### config.mk
export PLATFORM = sky130hd
export DESIGN_NAME = conv_output_writer
export DESIGN_NICKNAME = d
export VERILOG_FILES = /design/src/rtl/conv_output_writer.sv
export SDC_FILE = /design/constraint.sdc
export NUM_CORES = 1
export LEC_CHECK = 0
export ABC_AREA = 1
export CAP_MARGIN = 20
export CORE_MARGIN = 2
export CORE_UTILIZATION = 58
export DETAILED_ROUTE_END_ITERATION = 7
export HOLD_SLACK_MARGIN = 0.06
export PLACE_DENSITY_LB_ADDON = 0.1
export SYNTH_ARGS = -nofsm -noshare
export SYNTH_HDL_FRONTEND = slang
export SYNTH_SLANG_ARGS = --single-unit
### constraint.sdc
create_clock -name clk -period 7.55 [get_ports clk]
set_clock_uncertainty 0.05 [all_clocks]
set_input_delay 0.755 -clock clk [delete_from_list [all_inputs] [get_ports clk]]
set_output_delay 0.755 -clock clk [all_outputs]
set_load 0.02 [all_outputs]
### src/rtl/conv_output_writer.sv
// conv_output_writer: packs convolution result pixels into little-endian
// memory words and issues one write request per word, walking a single
// output frame row by row. Each row ends with a partial word when the row
// width is not a multiple of the word size.
//
// state | meaning
// IDLE  | waiting for start after reset
// FILL  | accepting pixels into the lane buffer
// WRITE | word latched, write request pending until acknowledged
// DONE  | whole frame written, done held high until the next start
module conv_output_writer #(
  parameter int          PIXEL_WIDTH     = 16,
  parameter int          PIXELS_PER_WORD = 4,
  parameter int          OUT_WIDTH       = 63,
  parameter int          OUT_HEIGHT      = 31,
  parameter int          ROW_STRIDE      = 128,
  parameter logic [31:0] BASE_ADDR       = 32'h0000_1000
) (
  input  logic                                   clk,
  input  logic                                   rst,
  input  logic                                   clk_en,
  input  logic                                   start,
  input  logic                                   in_valid,
  output logic                                   in_ready,
  input  logic [PIXEL_WIDTH-1:0]                 in_pixel,
  output logic                                   de_req,
  input  logic                                   de_ack,
  output logic [PIXEL_WIDTH*PIXELS_PER_WORD-1:0] de_w_data,
  output logic [31:0]                            de_addr,
  output logic [3:0]                             de_nbyte,
  output logic                                   done
);

  localparam int DATA_W     = PIXEL_WIDTH * PIXELS_PER_WORD;
  localparam int PIX_BYTES  = PIXEL_WIDTH / 8;
  localparam int WORD_BYTES = DATA_W / 8;
  localparam int LANE_W     = $clog2(PIXELS_PER_WORD + 1);
  localparam int COL_W      = $clog2(OUT_WIDTH + 1);
  localparam int ROW_W      = $clog2(OUT_HEIGHT + 1);

  typedef enum logic [1:0] {
    IDLE  = 2'd0,
    FILL  = 2'd1,
    WRITE = 2'd2,
    DONE  = 2'd3
  } state_t;

  state_t              state;
  logic [LANE_W-1:0]   lane_cnt;
  logic [COL_W-1:0]    col;
  logic [COL_W-1:0]    word_idx;
  logic [ROW_W-1:0]    row;
  logic [DATA_W-1:0]   pix_buf;

  logic [DATA_W-1:0]   word_fill;
  logic [LANE_W-1:0]   lane_nxt;
  logic [COL_W-1:0]    col_nxt;
  logic                word_done;
  logic                row_end;
  logic                last_row;
  logic [31:0]         addr_calc;
  logic [3:0]          nbyte_calc;

  // Next-word view: current buffer with the incoming pixel placed in its lane,
  // plus the address and byte count the word will carry if it closes now.
  always_comb begin
    word_fill = pix_buf;
    for (int k = 0; k < PIXELS_PER_WORD; k++) begin
      if (lane_cnt == LANE_W'(k)) begin
        word_fill[k*PIXEL_WIDTH +: PIXEL_WIDTH] = in_pixel;
      end
    end
    lane_nxt   = lane_cnt + LANE_W'(1);
    col_nxt    = col + COL_W'(1);
    word_done  = (lane_nxt == LANE_W'(PIXELS_PER_WORD)) || (col_nxt == COL_W'(OUT_WIDTH));
    row_end    = (col == COL_W'(OUT_WIDTH));
    last_row   = (row == ROW_W'(OUT_HEIGHT - 1));
    addr_calc  = BASE_ADDR + 32'(row) * 32'(ROW_STRIDE) + 32'(word_idx) * 32'(WORD_BYTES);
    nbyte_calc = 4'(32'(lane_nxt) * 32'(PIX_BYTES));
  end

  // Frame sequencer: state, counters, lane buffer and all registered outputs.
  always_ff @(posedge clk or posedge rst) begin
    if (rst) begin
      state     <= IDLE;
      lane_cnt  <= '0;
      col       <= '0;
      word_idx  <= '0;
      row       <= '0;
      pix_buf   <= '0;
      in_ready  <= 1'b0;
      de_req    <= 1'b0;
      de_w_data <= '0;
      de_addr   <= '0;
      de_nbyte  <= '0;
      done      <= 1'b0;
    end else if (clk_en) begin
      case (state)
        IDLE, DONE: begin
          if (start) begin
            state    <= FILL;
            lane_cnt <= '0;
            col      <= '0;
            word_idx <= '0;
            row      <= '0;
            pix_buf  <= '0;
            in_ready <= 1'b1;
            done     <= 1'b0;
          end
        end

        FILL: begin
          if (in_valid) begin
            lane_cnt <= lane_nxt;
            col      <= col_nxt;
            if (word_done) begin
              // Buffer is cleared so the next word starts with zeroed upper lanes.
              pix_buf   <= '0;
              de_w_data <= word_fill;
              de_addr   <= addr_calc;
              de_nbyte  <= nbyte_calc;
              de_req    <= 1'b1;
              in_ready  <= 1'b0;
              state     <= WRITE;
            end else begin
              pix_buf <= word_fill;
            end
          end
        end

        WRITE: begin
          if (de_ack) begin
            de_req   <= 1'b0;
            lane_cnt <= '0;
            if (row_end) begin
              col      <= '0;
              word_idx <= '0;
              row      <= row + ROW_W'(1);
            end else begin
              word_idx <= word_idx + COL_W'(1);
            end
            if (row_end && last_row) begin
              state <= DONE;
              done  <= 1'b1;
            end else begin
              state    <= FILL;
              in_ready <= 1'b1;
            end
          end
        end

        default: begin
          state    <= IDLE;
          in_ready <= 1'b0;
          de_req   <= 1'b0;
        end
      endcase
    end
  end

endmodule

After elaboration in Yosys (flattened, before gate mapping)
Index checks and enable logic that the tools add are counted.
Widths: inputs -> output; s select.
{ "classes": {"addsub": 6, "n_eq_ne": 17, "n_mux": 44, "n_reduce_logical": 18} }
{ "op_table": {"columns": ["operator", "n"], "rows": [
  ["$mux 64", 3],
  ["$pmux 64 s2", 1],
  ["$mux 16", 4],
  ["$mux 6", 6],
  ["$reduce_and 5->1", 5],
  ["$pmux 6 s3", 1],
  ["$reduce_and 4->1", 4],
  ["$add 14x9->15", 1],
  ["$mux 5", 3],
  ["$add 13x12->14 const A", 1],
  ["$ne 2x2->1 const B", 7],
  ["$add 6x1->6 const B", 2],
  ["$eq 6x6->1 const B", 2],
  ["$pmux 6 s2", 1],
  ["$mux 1", 11],
  ["$mux 2", 5],
  ["$pmux 5 s2", 1],
  ["$mux 3", 3],
  ["$pmux 3 s3", 1],
  ["$eq 3x2->1 const B", 2],
  ["$pmux 2 s3", 1],
  ["$reduce_and 6->1", 1],
  ["$reduce_bool 2->1", 3],
  ["$add 5x1->5 const B", 1],
  ["13 further kinds", 15]
]} }
{ "totals": {"reg_bits": 188, "out_inout_bits": 103, "elab_cells": 97} }

Depth between registers and ports, before layout
{ "logic_depth": {"ltp_word": 6, "ltp_mapped": 14, "mapped_depth_nobuf": 13} }

Worst setup path before layout
OpenSTA, ideal clock, no wires.
{ "synth_path": {"kind": "reg2reg", "from": "register col[1]", "to": "register de_w_data[48]", "setup_time_ps": 131, "t_arrival_ps": 1709, "required_time_ps": 7369, "slack_ps": 5661, "stages_incl_launch_ff": 15, "n_path_buf": 3, "path_cell_list": "dfrtp_1 -> ha_1 -> nand2_1 -> inv_1 -> nor2_1 -> nand2_1 -> nor2_1 -> nand3_1 -> nand2_1 -> nand2_1 -> buf_4 -> buf_6 -> buf_6 -> nand2_1 -> o21ai_0"} }
{ "synth_between": {"elab_chain_len": 4} }
{ "synth_lines": {"columns": ["element", "line_no", "source"], "rows": [
  ["start: declaration", "50", "logic [COL_W-1:0] col;"],
  ["start signal: assignment", "115", "col <= col_nxt;"],
  ["$add 6x1->6", "74", "col_nxt = col + COL_W'(1);"],
  ["$eq 6x6->1", "75", "word_done = (lane_nxt == LANE_W'(PIXELS_PER_WORD)) || (col_nxt == COL_W'(OUT_WIDTH));"],
  ["$logic_or 1x1->1", "75", null],
  ["$reduce_and 4->1 (no line)", null, null],
  ["end signal: assignment", "119", "de_w_data <= word_fill;"],
  ["end: declaration", "28", "output logic [PIXEL_WIDTH*PIXELS_PER_WORD-1:0] de_w_data,"]
]} }
Every way passes these cells.
A chain may end at the register's enable or synchronous reset.

Worst setup path after layout
{ "layout_path": {"from": "register col[1]", "to": "register de_w_data[27]"} }
The elaborated chain is that of the path after synthesis.

==> impl_results.md <==
* Post-CTS setup buffer count at 0
* Top Ports at ~130
* Ys Warns at 0
* Setup total negative slack at 0 ns
* Mapped Avg Cell Area at a little over 8 um2
* Crit path arrival time at 3.27 ns
* DR vias/cell at slightly above 5
* DRC at 0
* Detailed Place HPWL at approximately 11 mm
* Initial Utilization at 59.8%
* Largest net degree at the start of global routing at 118
* Final hold viol count at 0
* Fmax at 333 MHz
* Share of layout cells above drive strength 1 at 3.84%
* Placed Instance Area at between 8000 and 9000 um2
* Clock latency on the worst-skew pair at 0.42 ns
* Clock Sinks at 167
* Setup WS post-layout at 4.54 ns
* Synthesized area at 7980 um2
* Complex-gate fraction of the synthesized area at 16.0%
* FFs w/ async S/R, synth at 100%
* TritonCTS Buffers at 17
* WL/cell at 14.4 um
* Hold slack at 0.428 ns
* TritonRoute pass-1 iters at 5
* Diodes inserted at 0
* Post_cts resized at 0
* Slew Limit Headroom at ~29%
* Tot Pwr at between 3 and 4 mW
* Inst Count DP at ~1200
* Final instance area at about 9600 um2
* Synth top cells by count: 250 x nand2_1, 186 x inv_1, 167 x dfrtp_1
* Yosys top cell by area: dfrtp_1
* Status: complete, no violations
* Dpl ws at approximately 4.3 ns
* Die width at between 100 and 150 um
* RSZ-0062 raised after global routing: no
* Via count at 6416
* Initial DRC count at 620
* Max VDD drop at 349 uV
* Required time of the worst setup path at 7.81 ns
* Top FF cell, synth: dfrtp_1
* Clock slew at reported path FFs at 0.06 ns
* Hold Crit Class: register to register
* CP Max Fanout at 117
* EDFF count, synth at 0
* P_leak at 4.83 nW
* Global-route wire length before repair at 29.1 mm
* Slew Limit Fails at 0
* Die Span Y at 121 um
* Startpoint types: register
* Netlist cell types at 24
* Routed Antenna Nets at 0
* Tcrit/Tclk final at 39.8%
* Final wirelength at ~18 mm
* Simple-gate share of the synthesized area at 14.6%
* Port Buf Inserts at a little over 100
* Slew at the pin with the worst max-slew slack at 1.07 ns
* Critical path class: register to register
* Seq/Total Area, Yosys at 52.4%
* Post-CTS Hold Fix Bufs at 0
* Power Dens Cells at 369 nW/um2
* FP Rows at 42
* H-Tree Depth at 4
* Layout Utilization at 71.7%
* Synth area leaders: dfrtp_1 52%, nand2_1 12%, o21ai_0 9.4%
* Core area at 13300 um2
* Top cell type's share of synthesized area at 52.4%
* Vias in the first global route at 5833
* Placer Congestion at 0.843
* TritonCTS clock tree: done
* Area Overhead vs Synth at 20.0%
* Setup-failing EPs final at 0
* Multiplexer share of the synthesized area at 0%
* Critical Path End Type: register
* Post-route insts no fill at approximately 1200
* Initial antenna violation count at 0
* Total of max-cap violations at 0
* GRT overflow at 0
* Final nets at 1095
* Post-Syn Instances at 981
* Largest family of logic cells by synthesized area: compound AO/OA/AOI/OAI gates
* Post-synthesis adder-cell area fraction at roughly 2.8%
* CTS root buf: clkbuf_16
* Synth Area in XOR/XNOR at less than 1%
* Yosys reg bits at 167
* GRT Overall Usage at 25.7%
* Most common cell in the netlist: nand2_1
* Clock Path Buffers at 2
* Die Area at 14700 um2
* Final min period at between 3 and 4 ns
## critical path, stage by stage (launching register included)
cell	delay [ns]
dfrtp_1	0.43
ha_1	0.20
nand2_1	0.07
inv_1	0.09
nand2_1	0.09
nand2_1	0.09
inv_1	0.04
nand3_1	0.14
nand2_1	0.15
nand2_4	0.30
buf_4	0.81
nand2_1	0.19
o21ai_0	0.17
## layout make-up
type / count / area, um2
flip-flops and latches: 167 / 4180
fillers: 1083 / 3770
multi-input cells: 577 / 2790
repair buffers: 107 / 1080
inverters: 186 / 703
clock buffers: 26 / 539
well taps: 176 / 220
clock inverters: 6 / 61.3
## flip-flops by register name (all words and copies together), names as in the netlist
signal	count
col	6
de_addr	11
de_nbyte	3
de_req	1
de_w_data	64
done	1
in_ready	1
lane_cnt	3
pix_buf	64
row	5
state	2
word_idx	6
## power breakdown
part / internal, mW / switching, mW
combinational: 0.505 / 0.934
sequential: 1.12 / 0.116
clock: 0.524 / 0.337
## placed cells by master, fill, tap and decap left out, drive strengths merged, types with 4 or more instances in the layout
| master | n |
|---|---|
| clkbuf | 26 |
| nor2 | 21 |
| clkdlybuf4s50 | 102 |
| dfrtp | 167 |
| ha | 16 |
| a21oi | 6 |
| nand2 | 250 |
| inv | 186 |
| o21ai | 160 |
| o22ai | 69 |
| buf | 5 |
| clkinv | 4 |
| conb | 22 |
| nor3 | 8 |
| nand3 | 16 |
## worst paths after layout
| path | from | end | slack (ns) | depth (start not counted) |
|---|---|---|---|---|
| setup / recovery | col[1] | de_w_data[27] | 4.54 | 12 |
| hold / removal | de_addr[7] | de_addr[7] | 0.43 | 2 |
| setup reg to reg | col[1] | de_w_data[27] | 4.54 | 12 |
| hold reg to reg | de_addr[7] | de_addr[7] | 0.43 | 2 |
| max in group asynchronous | rst | de_w_data[52] | 5.43 | 4 |
| min in group asynchronous | rst | de_w_data[17] | 0.79 | 2 |
## per-layer routing
layer  global-route usage [%]  part of all wire, %
met4                     9.27                  2.1
met1                     36.3                   46
met5                        0                    0
met3                     5.03                  6.2
met2                     39.9                   46
## logic make-up (layout without fill, tap and decap cells)
logic type | count (synthesis) | count (layout)
xor+xnor | 2 | 2
simple gates | 299 | 299
flops | 167 | 167
other cells | 1 | 22
buf+inv | 258 | 325
fa+ha+maj | 17 | 17
compound gates | 237 | 237
No activity file was read; power rests on OpenSTA's default activity.
